## config.mk

```make
export PLATFORM = sky130hd
export DESIGN_NAME = adjust_step_gen
export DESIGN_NICKNAME = d
export VERILOG_FILES = /design/src/rtl/adjust_step_pkg.sv /design/src/rtl/adjust_step_gen_debounce.sv /design/src/rtl/adjust_step_gen.sv
export SDC_FILE = /design/constraint.sdc
export NUM_CORES = 1
export LEC_CHECK = 0
export BUFFER_PORTS_ARGS = -buffer_cell sky130_fd_sc_hd__buf_2
export CAP_MARGIN = 20
export CORE_ASPECT_RATIO = 1.1
export CORE_UTILIZATION = 56
export CTS_BUF_LIST = sky130_fd_sc_hd__clkbuf_16
export CTS_CLUSTER_DIAMETER = 80
export DETAILED_ROUTE_END_ITERATION = 10
export PLACE_DENSITY = 0.75
export SLEW_MARGIN = 20
export SYNTH_ARGS = -nofsm -noshare
export SYNTH_HDL_FRONTEND = slang
export SYNTH_SLANG_ARGS = --single-unit
export TNS_END_PERCENT = 50
```

## constraint.sdc

```tcl
create_clock -name clk -period 2 [get_ports clk]
set_clock_uncertainty 0.05 [all_clocks]
set_input_delay 0.2 -clock clk [delete_from_list [all_inputs] [get_ports clk]]
set_output_delay 0.2 -clock clk [all_outputs]
set_load 0.01 [all_outputs]
```

## src/rtl/adjust_step_pkg.sv

```systemverilog
// Shared types and default timing constants for the adjust step generator.
// FSM state encoding, latched direction, and clock-count defaults.
package adjust_step_pkg;

    typedef enum logic [1:0] {
        IDLE,
        HOLD,
        REPEAT,
        LOCK
    } state_t;

    typedef enum logic {
        DIR_UP,
        DIR_DN
    } dir_t;

    localparam int DEF_DB_CYCLES   = 500000;
    localparam int DEF_HOLD_CYCLES = 25000000;
    localparam int DEF_RATE_CYCLES = 5000000;

endpackage

```

## src/rtl/adjust_step_gen_debounce.sv

```systemverilog
// Button conditioner: 2-flop synchronizer followed by a restart-on-bounce debouncer.
// A raw edge reaches db after DB_CYCLES+2 clocks; quiet flags a settled, released button.
module btn_debounce
    import adjust_step_pkg::*;
#(
    parameter int DB_CYCLES = DEF_DB_CYCLES
) (
    input  logic clk,
    input  logic reset,
    input  logic btn,
    output logic db,
    output logic quiet
);

    localparam int CW = $clog2(DB_CYCLES + 1);
    localparam logic [CW-1:0] CNT_LAST = CW'(DB_CYCLES - 1);

    logic          s1;
    logic          s2;
    logic [CW-1:0] cnt;

    always_ff @(posedge clk) begin
        if (reset) begin
            s1  <= 1'b0;
            s2  <= 1'b0;
            db  <= 1'b0;
            cnt <= '0;
        end else begin
            s1 <= btn;
            s2 <= s1;
            // Any clock where the synced level agrees with db restarts the window.
            if (s2 == db) begin
                cnt <= '0;
            end else if (cnt == CNT_LAST) begin
                db  <= s2;
                cnt <= '0;
            end else begin
                cnt <= cnt + 1'b1;
            end
        end
    end

    assign quiet = !s2 && !db;

endmodule

```

## src/rtl/adjust_step_gen.sv

```systemverilog
// Debounced up/down buttons to one-clock step pulses with press-and-hold auto-repeat.
// First pulse DB_CYCLES+3 clocks after the raw press, then HOLD_CYCLES, then every RATE_CYCLES.
module adjust_step_gen
    import adjust_step_pkg::*;
#(
    parameter int DB_CYCLES   = DEF_DB_CYCLES,
    parameter int HOLD_CYCLES = DEF_HOLD_CYCLES,
    parameter int RATE_CYCLES = DEF_RATE_CYCLES
) (
    input  logic clk,
    input  logic reset,
    input  logic en,
    input  logic btn_up,
    input  logic btn_down,
    output logic up,
    output logic Down
);

    localparam int MAX_INTERVAL = (HOLD_CYCLES > RATE_CYCLES) ? HOLD_CYCLES : RATE_CYCLES;
    localparam int IW = $clog2(MAX_INTERVAL);
    localparam logic [IW-1:0] HOLD_LAST = IW'(HOLD_CYCLES - 1);
    localparam logic [IW-1:0] RATE_LAST = IW'(RATE_CYCLES - 1);

    logic db_up;
    logic db_dn;
    logic quiet_up;
    logic quiet_dn;

    state_t        state;
    state_t        state_nxt;
    dir_t          dir;
    dir_t          dir_nxt;
    logic [IW-1:0] icnt;
    logic [IW-1:0] icnt_nxt;
    logic          pulse_nxt;
    logic          held;
    logic          other;
    logic          armed;
    logic          armed_nxt;
    logic [1:0]    settle;

    btn_debounce #(.DB_CYCLES(DB_CYCLES)) u_db_up (
        .clk   (clk),
        .reset (reset),
        .btn   (btn_up),
        .db    (db_up),
        .quiet (quiet_up)
    );

    btn_debounce #(.DB_CYCLES(DB_CYCLES)) u_db_dn (
        .clk   (clk),
        .reset (reset),
        .btn   (btn_down),
        .db    (db_dn),
        .quiet (quiet_dn)
    );

    // A press may only start from IDLE once both buttons were seen released with
    // en high; the settle delay covers the synchronizer refilling after reset.
    always_comb begin
        armed_nxt = armed;
        if (settle == 2'd2 && quiet_up && quiet_dn) begin
            armed_nxt = 1'b1;
        end else if (!en) begin
            armed_nxt = 1'b0;
        end
    end

    always_comb begin
        state_nxt = state;
        dir_nxt   = dir;
        pulse_nxt = 1'b0;
        icnt_nxt  = icnt + 1'b1;
        held      = (dir == DIR_UP) ? db_up : db_dn;
        other     = (dir == DIR_UP) ? db_dn : db_up;
        if (!en) begin
            state_nxt = IDLE;
            icnt_nxt  = '0;
        end else begin
            case (state)
                IDLE: begin
                    icnt_nxt = '0;
                    if (db_up && db_dn) begin
                        state_nxt = LOCK;
                    end else if (armed && (db_up ^ db_dn)) begin
                        dir_nxt   = db_up ? DIR_UP : DIR_DN;
                        pulse_nxt = 1'b1;
                        state_nxt = HOLD;
                    end
                end
                HOLD, REPEAT: begin
                    // Release and conflict take priority over a pulse due this cycle.
                    if (other) begin
                        state_nxt = LOCK;
                        icnt_nxt  = '0;
                    end else if (!held) begin
                        state_nxt = IDLE;
                        icnt_nxt  = '0;
                    end else if (icnt == ((state == HOLD) ? HOLD_LAST : RATE_LAST)) begin
                        pulse_nxt = 1'b1;
                        state_nxt = REPEAT;
                        icnt_nxt  = '0;
                    end
                end
                LOCK: begin
                    icnt_nxt = '0;
                    if (!db_up && !db_dn) begin
                        state_nxt = IDLE;
                    end
                end
                default: begin
                    state_nxt = IDLE;
                    icnt_nxt  = '0;
                end
            endcase
        end
    end

    always_ff @(posedge clk) begin
        if (reset) begin
            state  <= IDLE;
            dir    <= DIR_UP;
            icnt   <= '0;
            armed  <= 1'b0;
            settle <= 2'd0;
            up     <= 1'b0;
            Down   <= 1'b0;
        end else begin
            state  <= state_nxt;
            dir    <= dir_nxt;
            icnt   <= icnt_nxt;
            armed  <= armed_nxt;
            settle <= (settle == 2'd2) ? settle : settle + 2'd1;
            up     <= pulse_nxt && (dir_nxt == DIR_UP);
            Down   <= pulse_nxt && (dir_nxt == DIR_DN);
        end
    end

endmodule

```

---- Yosys cells after proc, flatten, opt, wreduce, memory -nomap -nowiden ----
Cells that the tools add are included.
operators by class
  bitwise logic cells ..................... 5
  add/sub/neg operators ................... 4
  reductions and logical operators ........ 22
  eq/ne operators ......................... 13
  mux-type cells .......................... 28
operators with widths
  cell                                                                      number
  25-bit two-way mux                                                        4
  25-bit one-hot mux with 2 select lines                                    1
  19-bit by 1-bit adder with 19-bit output (second input constant)          2
  19-bit == test (second input constant)                                    2
  25-bit by 1-bit adder with 25-bit output (second input constant)          1
  25-bit == test                                                            1
  1-bit two-way mux                                                         15
  2-bit two-way mux                                                         6
  1-bit logical AND                                                         9
  2-bit == test (second input constant)                                     3
  2-bit one-hot mux with 3 select lines                                     1
  2-bit OR reduction                                                        3
  3-bit OR reduction                                                        2
  1-bit logical NOT                                                         4
  4-bit inequality test (second input constant)                             1
  1-bit NOT                                                                 4
  2-bit AND reduction                                                       2
  3-bit inequality test (second input constant)                             1
  3-bit AND reduction                                                       1
  2-bit by 1-bit adder with 2-bit output (second input constant)            1
  1-bit == test                                                             2
  2-bit by 1-bit == test with 1-bit output (second input constant)          1
  2-bit logical NOT                                                         1
  2-bit by 1-bit inequality test with 1-bit output (second input constant)  1
  3 further kinds                                                           3
storage, ports and cells
  bits in registers ....................... 77
  output and inout bits ................... 2
  input bits .............................. 5

---- Longest topological paths before layout ----
Gate-level depths: netlist of run 1.
  word-level depth ........................ 9
  depth in mapped cells ................... 9

---- Cells and area by module ----
Synthesis of run 1 repeated with hierarchy kept, for this count alone.
second synthesis, totals
  cell total of the unflattened synthesis .. 416
  area, all modules ....................... 3733.6 um^2
by module, submodules not included
  module                  times used  area an instance (um^2)  cells each
  adjust_step_gen         1           1739.2                   195
  btn_debounce (u_db_dn)  1           1011.0                   115
  btn_debounce (u_db_up)  1           983.4                    106

---- Worst setup path after synthesis of run 1 ----
Ideal clock, no wire load.
  path type ............................... flip-flop to flip-flop
  start ................................... register icnt[16]
  end ..................................... register icnt[22]
  path buffers ............................ 2
  cell stages (with the launch flop) ...... 8
  setup time .............................. 0.115 ns
  arrival time ............................ 1.653 ns
  setup slack ............................. 0.182 ns
  cells stage by stage .................... dfxtp_1 > or4_1 > o22ai_2 > and4b_1 > nand2b_1 > buf_6 > buf_12 > nor2_2
on the way
  word-level cells in the longest chain between the ends .. 5
  elaborated cells between the ends (all ways) .. 6
RTL lines
  what                                                                        RTL line                                      text
  start: declaration                                                          adjust_step_gen.sv:33                         logic [IW-1:0] icnt;
  start signal: assignment                                                    adjust_step_gen.sv:131                        icnt <= icnt_nxt;
  25-bit by 1-bit adder with 25-bit output or 25-bit == test (tied branches)  adjust_step_gen.sv:73, adjust_step_gen.sv:99
  25-bit two-way mux *                                                        adjust_step_gen.sv:99                         end else if (icnt == ((state == HOLD) ? HOLD_LAST : RATE_LAST)) begin
  25-bit two-way mux *                                                        adjust_step_gen.sv:96                         end else if (!held) begin
  25-bit two-way mux *                                                        adjust_step_gen.sv:93                         if (other) begin
  25-bit one-hot mux with 2 select lines *                                    adjust_step_gen.sv:80                         case (state)
Mark *: on every way between the ends. The rest lies on a longest branch, timed or not.
A chain may end at the register's enable or synchronous reset.

---- Final worst setup path of run 1 ----
  start ................................... register icnt[1]
  end ..................................... register icnt[20]
The elaborated chain is that of the path after synthesis.

==> summary.md, run 1 <==
| Metric | Value |
|---|---|
| Routed WL per cell | `13.2 um` |
| GRT Residual Overflow | `0` |
| Fillers | `513` |
| Pin count of the biggest net entering global routing | `26` |
| Commonest cells after routing, fill and taps aside | `dfxtp_1, nor2_1, xor2_1` |
| Number of global-route vias before repair | `2655` |
| DR iter-0 viols | `63` |
| Hold-fix buffers, CTS | `0` |
| Post-DP HPWL | `4500 um` |
| Post-layout min period | `1.92 ns` |
| Area after DPL | `0.00381 mm^2` |
| Die width | `78.7 um` |
| Syn nets | `417` |
| Mapped Area | `0.00362 mm^2` |
| Slowest cell on crit path | `dfxtp_1` |
| Mux cell area share after synthesis | `1.10%` |
| Max_cap viols | `0` |
| Count of final hold-check violations | `0` |
| Ant diodes | `0` |
| Synth Area in Compound Gates | `3.18%` |
| Predominant post-synthesis flop cell | `dfxtp_1` |
| Post-Synth XOR/XNOR Area | `13.8%` |
| Number of CTS-inserted buffers | `9` |
| Seq/Total Area, Yosys | `42.5%` |
| Register bit total from synthesis | `77` |
| Fin area | `0.00421 mm^2` |
| Pre-Repair DR Iteration Count | `4` |
| Clk_lat worst skew | `0.33 ns` |
| Power per cell area | `826 mW/mm^2` |
| Status | `finished, final reports clean` |
| CTS Root Cell | `clkbuf_16` |
| Area contributors post-synth | `dfxtp_1, xor2_1, nor2_1, nand3_1, ha_1` |
| Final wirelength | `6700 um` |
| Post-CTS repair timing setup buffer count | `0` |
| FF-to-FF path depth | `7` |
| Synth cell types | `47` |
| Routed via count | `2785` |
| CTS tree | `yes` |
| Simple-Gate Fraction of Synth Area | `31.1%` |
| Gr usage total | `21.2%` |
| Placer congestion estimate | `0.785` |
| Crit path kind | `reg2reg` |
| H-tree lvl count | `3` |
| CTS resizes | `0` |
| Adder-Cell Fraction of Synth Area | `4.49%` |
| Synth Area per Inst | `9.08 um^2` |
| Commonest non-fill, non-tap cell in the layout | `dfxtp_1` |
| Post-synthesis cell count | `399` |
| Die area | `0.00680 mm^2` |
| Area leader, netlist | `dfxtp_1` |
| Crit path DAT | `2.09 ns` |
| Rel. slew slack | `63.7%` |
| Largest family of logic cells by synthesized area | `simple AND/OR/NAND/NOR gates` |
| Worst Setup End Kind | `flop` |
| Bufs and invs on worst path | `1` |
| # setup viols final | `0` |
| Rows | `30` |
| IR drop worst, VDD | `0.743 mV` |
| CORE AREA | `0.00619 mm^2` |
| Crit path cell chain | `ha_1 -> nand2_1 -> or2_2 -> and4b_2 -> nand2b_4 -> clkbuf_16 -> nor2_2` |
| Multi-input logic area | `0.00198 mm^2` |
| Fmax | `521 MHz` |
| Delay-heaviest family, CP | `simple AND/OR/NAND/NOR gates` |
| Boundary pin count | `7` |
| Critical Path RT | `2.17 ns` |
| Storage element area | `0.00154 mm^2` |
| Max Slew Vio Count | `0` |
| Clock slew at reported path FFs | `0.06 ns` |
| Leakage power | `1.50 nW` |
| Num Clock Sinks | `77` |
| Unrepaired setup endpoints after global routing | `false` |
| Setup TNS | `0 ns` |
| Warnings, synthesis | `0` |
| Chip height | `86.4 um` |
| Effective utilization at floorplan | `58.5%` |
| # DRC | `0` |
| Crit path max fanout | `12` |
| Layout cells sized above 1 | `16.8%` |
| Global-route wire length before repair | `11300 um` |
| Worst hold path type | `in2reg` |
| PortBufs | `6` |
| Element type at the critical path start | `flop` |
| WP depth | `7` |
| Non-Filler Instances | `508` |
| Antenna violations before repair | `0` |
| Measured slew at the worst slew-check pin | `0.540 ns` |
| Vias per cell | `5.48` |
| Final period util | `95.9%` |
| Worst hold stages | `2` |
| Area growth from synthesis to layout | `16.1%` |
| Post-synth EDFFs | `0` |
| Antenna Nets Post-Route | `0` |
| Deepest clock path buffer count | `2` |
| Placed cell count | `491` |
| Nets | `441` |
| FFs w/ async S/R, synth | `0%` |
| Top cell type's share of synthesized area | `42.5%` |
| Max incr delay on CP | `0.35 ns` |
layer usage:
layer | GRT usage (%) | vias up | part of all wire [%] | wire length (um)
met2 | 36.6 | 43 | 51 | 3400
li1 | - | 1407 | - | -
met4 | 8.08 | 0 | 0.82 | 55
met5 | 0 | - | 0 | 0
met1 | 24.7 | 1330 | 45 | 3040
met3 | 6.42 | 5 | 3.0 | 204
sequential cells by signal, summed over array words and instances (netlist names), 2 cells and up:
name,cells
settle,2
icnt,25
u_db_up.cnt,19
u_db_dn.cnt,19
state,2
cells by family after synthesis:
logic type | count (synthesis)
xor+xnor | 57
mux | 4
buf+inv | 23
fa+ha+maj | 13
simple gates | 208
compound gates | 17
flops | 77
worst paths after layout:
path,startpoint,to,slack (ns)
max,icnt[1],icnt[20],0.08
min,btn_up,u_db_up.s1,0.03
max reg2reg,icnt[1],icnt[20],0.08
min reg2reg,u_db_up.s1,u_db_up.s2,0.39
synthesized netlist by cell type (7+ instances only):
| library cell | instances |
|---|---|
| and3_1 | 9 |
| dfxtp_1 | 77 |
| ha_1 | 13 |
| inv_1 | 12 |
| nand2_1 | 22 |
| nand3_1 | 33 |
| nand4_1 | 13 |
| nor2_1 | 58 |
| nor2_2 | 20 |
| nor4_1 | 7 |
| xnor2_1 | 13 |
| xor2_1 | 44 |
power by group:
group          total (W)  internal [W]  switching (W)
clock network    0.00179       0.00120       0.000590
logic           0.000104     0.0000464      0.0000576
registers        0.00158       0.00156      0.0000165
total            0.00348       0.00281       0.000664
layout make-up:
type	instances	share of cell area, %
Multi-Input combinational cell	299	47.1
Sequential cell	77	36.6
Clock buffer	9	5.35
Timing Repair Buffer	24	4.94
Clock inverter	7	2.53
Tap cell	80	2.38
Inverter	12	1.07
stage by stage:
stage | utilization (%) | setup WS [ns] | total power (W) | hold WS, ns
finish | 67.9 | 0.0822 | 0.00348 | 0.0304
global route | 67.9 | 0.00711 | 0.00360 | 0.0269
CTS | 66.9 | 0.0215 | 0.00352 | 0.0241
detailed placement | 61.6 | 0.0345 | 0.00171 | 0.372
global placement | 61.6 | 0.0457 | 0.00171 | 0.359
floorplan | - | 0.182 | 0.00169 | 0.278
No activity file was read; power rests on OpenSTA's default activity.
==> inputs of run 2 (changes only) <==
- BUFFER_PORTS_ARGS: -buffer_cell sky130_fd_sc_hd__buf_2 -> default
- CORE_UTILIZATION: 56 -> 57
- DONT_BUFFER_PORTS: default -> 1
- MAX_ROUTING_LAYER: default -> met4
- clock period: 2 -> 1.75 ns (I/O delays scaled with it)
==> summary.md, run 2 (synthesis gave the netlist of run 1 again) <==
| Metric | Value |
|---|---|
| Status | `finished, violations left` |
| Violated checks | `setup timing` |
| # setup viols final | `26` |
| Fin area | `0.00442 mm^2` |
| Critical Path RT | `1.92 ns` |
| Crit path kind | `reg2reg` |
| Setup WS post-layout | `-0.135 ns` |
| Fillers | `451` |
| Final period util | `108%` |
| Deepest clock path buffer count | `2` |
| Biggest register | `icnt` |
| Nets | `467` |
| Commonest non-fill, non-tap cell in the layout | `dfxtp_1` |
| Routed WL per cell | `13.3 um` |
| Crit path max fanout | `16` |
| Hold Slack | `0.0281 ns` |
| Antenna Nets Post-Route | `0` |
| Multi-input logic area | `0.00205 mm^2` |
| Sw Share | `21.5%` |
| Seq pwr share | `50.9%` |
| Die width | `78.0 um` |
| Largest regs | `icnt x25, u_db_dn.cnt x19, u_db_up.cnt x19` |
| Setup TNS | `-2.81 ns` |
| Rows | `30` |
| Slowest cell on crit path | `or4_4` |
| Fmax | `531 MHz` |
| GRT Residual Overflow | `0` |
| Post-CTS repair timing setup buffer count | `0` |
| CTS Root Cell | `clkbuf_16` |
| CORE AREA | `0.00616 mm^2` |
| Delay-heaviest family, CP | `simple AND/OR/NAND/NOR gates` |
| Logic pwr share | `3.7%` |
| PortBufs | `0` |
| Worst Setup End Kind | `flop` |
| Rel. slew slack | `66.9%` |
| Gr usage total | `24.2%` |
| Post-layout min period | `1.88 ns` |
| DR iter-0 viols | `107` |
| H-tree lvl count | `3` |
| # DRC | `0` |
| Number of global-route vias before repair | `2899` |
| Max_cap viols | `0` |
| Post-DP HPWL | `4830 um` |
| Final wirelength | `7070 um` |
| Placer congestion estimate | `0.794` |
| Routed via count | `2859` |
| Max Slew Vio Count | `0` |
| Sw Pwr | `0.000764 W` |
| Measured slew at the worst slew-check pin | `0.489 ns` |
| Area after DPL | `0.00403 mm^2` |
| Clk_lat worst skew | `0.33 ns` |
| Pre-Repair DR Iteration Count | `4` |
| Die area | `0.00668 mm^2` |
| Clock slew at reported path FFs | `0.05 ns` |
| Bufs and invs on worst path | `1` |
| Pin count of the biggest net entering global routing | `20` |
| CTS tree | `yes` |
| Chip height | `85.6 um` |
| Number of CTS-inserted buffers | `9` |
| Max FFs per register | `25` |
| Storage element area | `0.00155 mm^2` |
| Power per cell area | `802 mW/mm^2` |
| Int Pwr | `0.00278 W` |
| Worst hold path type | `in2reg` |
| Setup WS pre-CTS | `-0.175 ns` |
| Layout cells sized above 1 | `24.3%` |
| IR drop worst, VDD | `0.543 mV` |
| Num Clock Sinks | `77` |
| Global-route wire length before repair | `12400 um` |
| Effective utilization at floorplan | `58.9%` |
| Element type at the critical path start | `flop` |
| Area growth from synthesis to layout | `22.0%` |
| Ant diodes | `0` |
| Vias per cell | `5.36` |
| Leakage power | `1.61 nW` |
| Crit path cell chain | `or4_4 -> o22ai_2 -> and4b_2 -> nand2b_4 -> buf_12 -> nor2_1` |
| Crit path DAT | `2.05 ns` |
| Antenna violations before repair | `0` |
| Clock share of power | `45.4%` |
| Max incr delay on CP | `0.54 ns` |
| Count of final hold-check violations | `0` |
| Total power | `0.00355 W` |
| Commonest cells after routing, fill and taps aside | `dfxtp_1, nor2_1, xor2_1` |
| Boundary pin count | `7` |
| Unrepaired setup endpoints after global routing | `true` |
-- run 2: changes by cell type in the layout (fill, tap and decap cells not counted), moves of 3 or more --
cell,change
buf_2,-6
buf_4,+28
bufinv_16,-3
clkinv_2,+3
dfxtp_1,-5
dfxtp_2,+5
dlygate4sd3_1,+4
-- run 2: layout make-up --
class,count,share of cell area [%]
clock buffer,9,5.09
clock inverter,6,0.708
inverter,12,1.02
multi-input combinational,299,46.3
sequential,77,35.0
tap,80,2.26
timing repair buffer,50,9.57
-- run 2: per-layer routing --
layer | routed length [um] | vias to the layer above | global-route usage [%] | part of all wire [%]
li1 | - | 1466 | - | -
met2 | 3760 | 35 | 43.2 | 53
met4 | 118 | 0 | 10.6 | 1.7
met3 | 184 | 12 | 5.32 | 2.6
met5 | 0 | - | - | 0
met1 | 3010 | 1346 | 25.7 | 43
-- run 2: timing repair --
| item | in CTS | in global routing |
|---|---|---|
| gates cloned | 0 | 0 |
| hold buffers | 4 | 0 |
| pin swaps | 2 | 6 |
| endpoints found under the hold margin | 10 | 0 |
| endpoints found under the setup margin | 63 | 61 |
| resized for setup | 9 | 13 |
-- run 2: through the flow --
step           instances  util (%)
4_1_cts              533      70.9
5_1_grt              533      71.8
3_5_place_dp         514      65.4
2_1_floorplan        399         -
6_report             533      71.8
3_3_place_gp         514      65.4
-- run 2: worst paths after layout --
path	slack, ns	start	to	depth (start not counted)
worst max-delay path	-0.13	icnt[24]	icnt[2]	6
worst min-delay path	0.03	reset	u_db_dn.cnt[2]	2
worst max register to register	-0.13	icnt[24]	icnt[2]	6
worst min register to register	0.39	u_db_dn.cnt[0]	u_db_dn.cnt[0]	1
-- run 2: power by group through the flow --
stage               clock network, W  registers (W)  logic [W]
finish                       0.00161        0.00181   0.000132
global route                 0.00172        0.00181   0.000148
CTS                          0.00164        0.00181   0.000134
detailed placement                 0        0.00184   0.000122
global placement                   0        0.00184   0.000106
floorplan                          0        0.00184  0.0000939
==> inputs of run 3 (changes only) <==
- CORE_UTILIZATION: 57 -> 44
- PLACE_DENSITY: 0.75 -> default
- SYNTH_HIERARCHICAL: default -> 1
==> summary.md, run 3 <==
| Metric | Value |
|---|---|
| FF-to-FF path depth | `9` |
| PortBufs | `0` |
| Power per cell area | `750 mW/mm^2` |
| Leakage power | `1.86 nW` |
| Most frequent cell after synthesis | `dfxtp_1` |
| Commonest non-fill, non-tap cell in the layout | `dfxtp_1` |
| H-tree lvl count | `3` |
| Nets | `522` |
| Worst Setup End Kind | `flop` |
| Warnings, synthesis | `6` |
| IR drop worst, VDD | `0.477 mV` |
| DR iter-0 viols | `88` |
| Max_cap viols | `0` |
| Mapped Area | `0.00373 mm^2` |
| Seq/Total Area, Yosys | `41.3%` |
| Area contributors post-synth | `dfxtp_1, nor2_1, xor2_1, xnor2_1, ha_1` |
| Top cell type's share of synthesized area | `41.3%` |
| Layout cells sized above 1 | `29.7%` |
| Number of global-route vias before repair | `3184` |
| Area growth from synthesis to layout | `39.6%` |
| Chip height | `98.6 um` |
| HP Start | `reset` |
| Synth cell count leaders | `dfxtp_1, nor2_1, nand3_1, xor2_1, xnor2_1` |
| Ant diodes | `0` |
| Measured slew at the worst slew-check pin | `0.408 ns` |
| Fillers | `671` |
| Violated checks | `setup timing` |
| Rel. slew slack | `72.5%` |
| # DRC | `0` |
| Synth Area per Inst | `8.97 um^2` |
| Routed WL per cell | `14.3 um` |
| RR Startpoint | `state[0]` |
| Crit path max fanout | `5` |
| Unrepaired setup endpoints after global routing | `true` |
| Register bit total from synthesis | `77` |
| Rows | `34` |
| Total power | `0.00391 W` |
| Syn nets | `434` |
| Deepest clock path buffer count | `2` |
| Non-Filler Instances | `616` |
| Gr usage total | `20.8%` |
| FFs w/ async S/R, synth | `0%` |
| Pin count of the biggest net entering global routing | `20` |
| Placed cell count | `575` |
| Post-layout min period | `2.00 ns` |
| Area leader, netlist | `dfxtp_1` |
| Antenna Nets Post-Route | `0` |
| Worst hold path type | `in2reg` |
| Pre-Repair DR Iteration Count | `4` |
| Post-synth EDFFs | `0` |
| Setup WS post-layout | `-0.255 ns` |
| Max FFs per register | `25` |
| Fmax | `499 MHz` |
| Post-DP HPWL | `5320 um` |
| CTS Root Cell | `clkbuf_16` |
| Min-Delay Endpoint | `state[1]` |
| Effective utilization at floorplan | `46.2%` |
| Count of final hold-check violations | `0` |
| Setup WS pre-CTS | `-0.247 ns` |
| Boundary pin count | `7` |
| RR Endpoint | `icnt[16]` |
| Largest regs | `icnt x25, u_db_dn/cnt x19, u_db_up/cnt x19` |
| Die width | `89.8 um` |
| Critical Path RT | `1.97 ns` |
| Num Clock Sinks | `77` |
| Status | `finished, violations left` |
| Final period util | `115%` |
| CORE AREA | `0.00808 mm^2` |
| Max Slew Vio Count | `0` |
| Crit path kind | `reg2reg` |
| Die area | `0.00886 mm^2` |
| Predominant post-synthesis flop cell | `dfxtp_1` |
| Worst hold stages | `2` |
| Number of CTS-inserted buffers | `9` |
| GRT Residual Overflow | `0` |
| Clock slew at reported path FFs | `0.06 ns` |
| Vias per cell | `5.39` |
| Synth cell types | `49` |
| Final wirelength | `8800 um` |
| Biggest register | `icnt` |
| Global-route wire length before repair | `14200 um` |
| Clk_lat worst skew | `0.34 ns` |
| Commonest cells after routing, fill and taps aside | `dfxtp_1, buf_4, nor2_1` |
| Antenna violations before repair | `0` |
| R2r setup slk | `-0.25 ns` |
| # setup viols final | `49` |
| Crit path DAT | `2.23 ns` |
| CTS tree | `yes` |
| Placer congestion estimate | `0.861` |
| Element type at the critical path start | `flop` |
| Post-synthesis cell count | `416` |
| Routed via count | `3318` |
-- run 3: changes by cell type after synthesis, moves of 6 or more --
cell,previous run,this run
or3_1,1,7
nor2_1,58,67
o31ai_1,1,7
xor2_1,44,28
nor2_2,20,0
a21oi_1,6,16
xnor2_1,13,21
inv_1,12,19
-- run 3: cell families after synthesis --
kind of cell,share of synthesized area [%]
AO/OA/AOI/OAI,6.00
XOR/XNOR,11.5
adder cells (fa/ha/maj),4.36
buffers and inverters,3.82
flip-flops,41.3
multiplexers,1.07
AND/OR/NAND/NOR,32.0
-- run 3: area by class of cell --
type | count | area, um^2 | share of cell area [%]
Multi-Input combinational cell | 312 | 2350 | 45.1
Sequential cell | 77 | 1550 | 29.7
Timing Repair Buffer | 85 | 795 | 15.2
Clock buffer | 9 | 225 | 4.32
Tap cell | 108 | 135 | 2.59
Clock inverter | 6 | 80.1 | 1.54
Inverter | 19 | 76.3 | 1.46
-- run 3: routing by layer --
layer	wire length, um	track usage [%]	up-vias
met1	3640	21.9	1575
li1	-	-	1652
met2	4580	36.2	60
met4	317	12.5	0
met3	269	3.86	31
met5	0	-	-
-- run 3: metrics by stage --
stage | hold WS, ns | util, % | TNS [ns] | area [um^2]
3_3_place_gp | 0.195 | 53.0 | -5.06 | 4280
5_1_grt | 0.0153 | 64.5 | -9.81 | 5210
2_1_floorplan | 0.187 | - | -2.13 | 3740
6_report | 0.0162 | 64.5 | -7.19 | 5210
4_1_cts | -0.161 | 62.7 | -5.72 | 5070
3_5_place_dp | 0.196 | 53.0 | -5.97 | 4280
-- run 3: worst max-delay path by stage --
stage | endpoint | slack [ns] | startpoint | depth (start not counted)
floorplan | u_db_dn/db | -0.20 | u_db_dn/cnt[5] | 5
global placement | state[1] | -0.16 | state[1] | 7
detailed placement | state[1] | -0.25 | state[1] | 7
CTS | u_db_dn/db | -0.20 | u_db_dn/cnt[10] | 4
global route | icnt[17] | -0.28 | state[0] | 9
finish | icnt[16] | -0.25 | state[0] | 9
-- run 3: worst max-delay path, cell delays in order, from the launching register on --
cell	delay (ns)
dfxtp_2	0.34
buf_6	0.12
inv_4	0.04
ha_4	0.15
buf_6	0.11
or3_1	0.32
or3_4	0.41
buf_6	0.15
buf_12	0.14
nor2_4	0.09
-- run 3: what timing repair did --
action | CTS | global route
buffers inserted | 11 | 3
hold buffers | 9 | 1
resized for setup | 59 | 26
hold endpoints to repair | 13 | 3
cloned | 3 | 0
setup endpoints to repair | 49 | 53
pin swaps | 32 | 10
-- run 3: where the power goes --
group,switching (W),internal [W],total [W]
Sequential,0.0000193,0.00179,0.00180
Combinational,0.0000674,0.000100,0.000167
Clock,0.000710,0.00123,0.00194
Total,0.000797,0.00311,0.00391
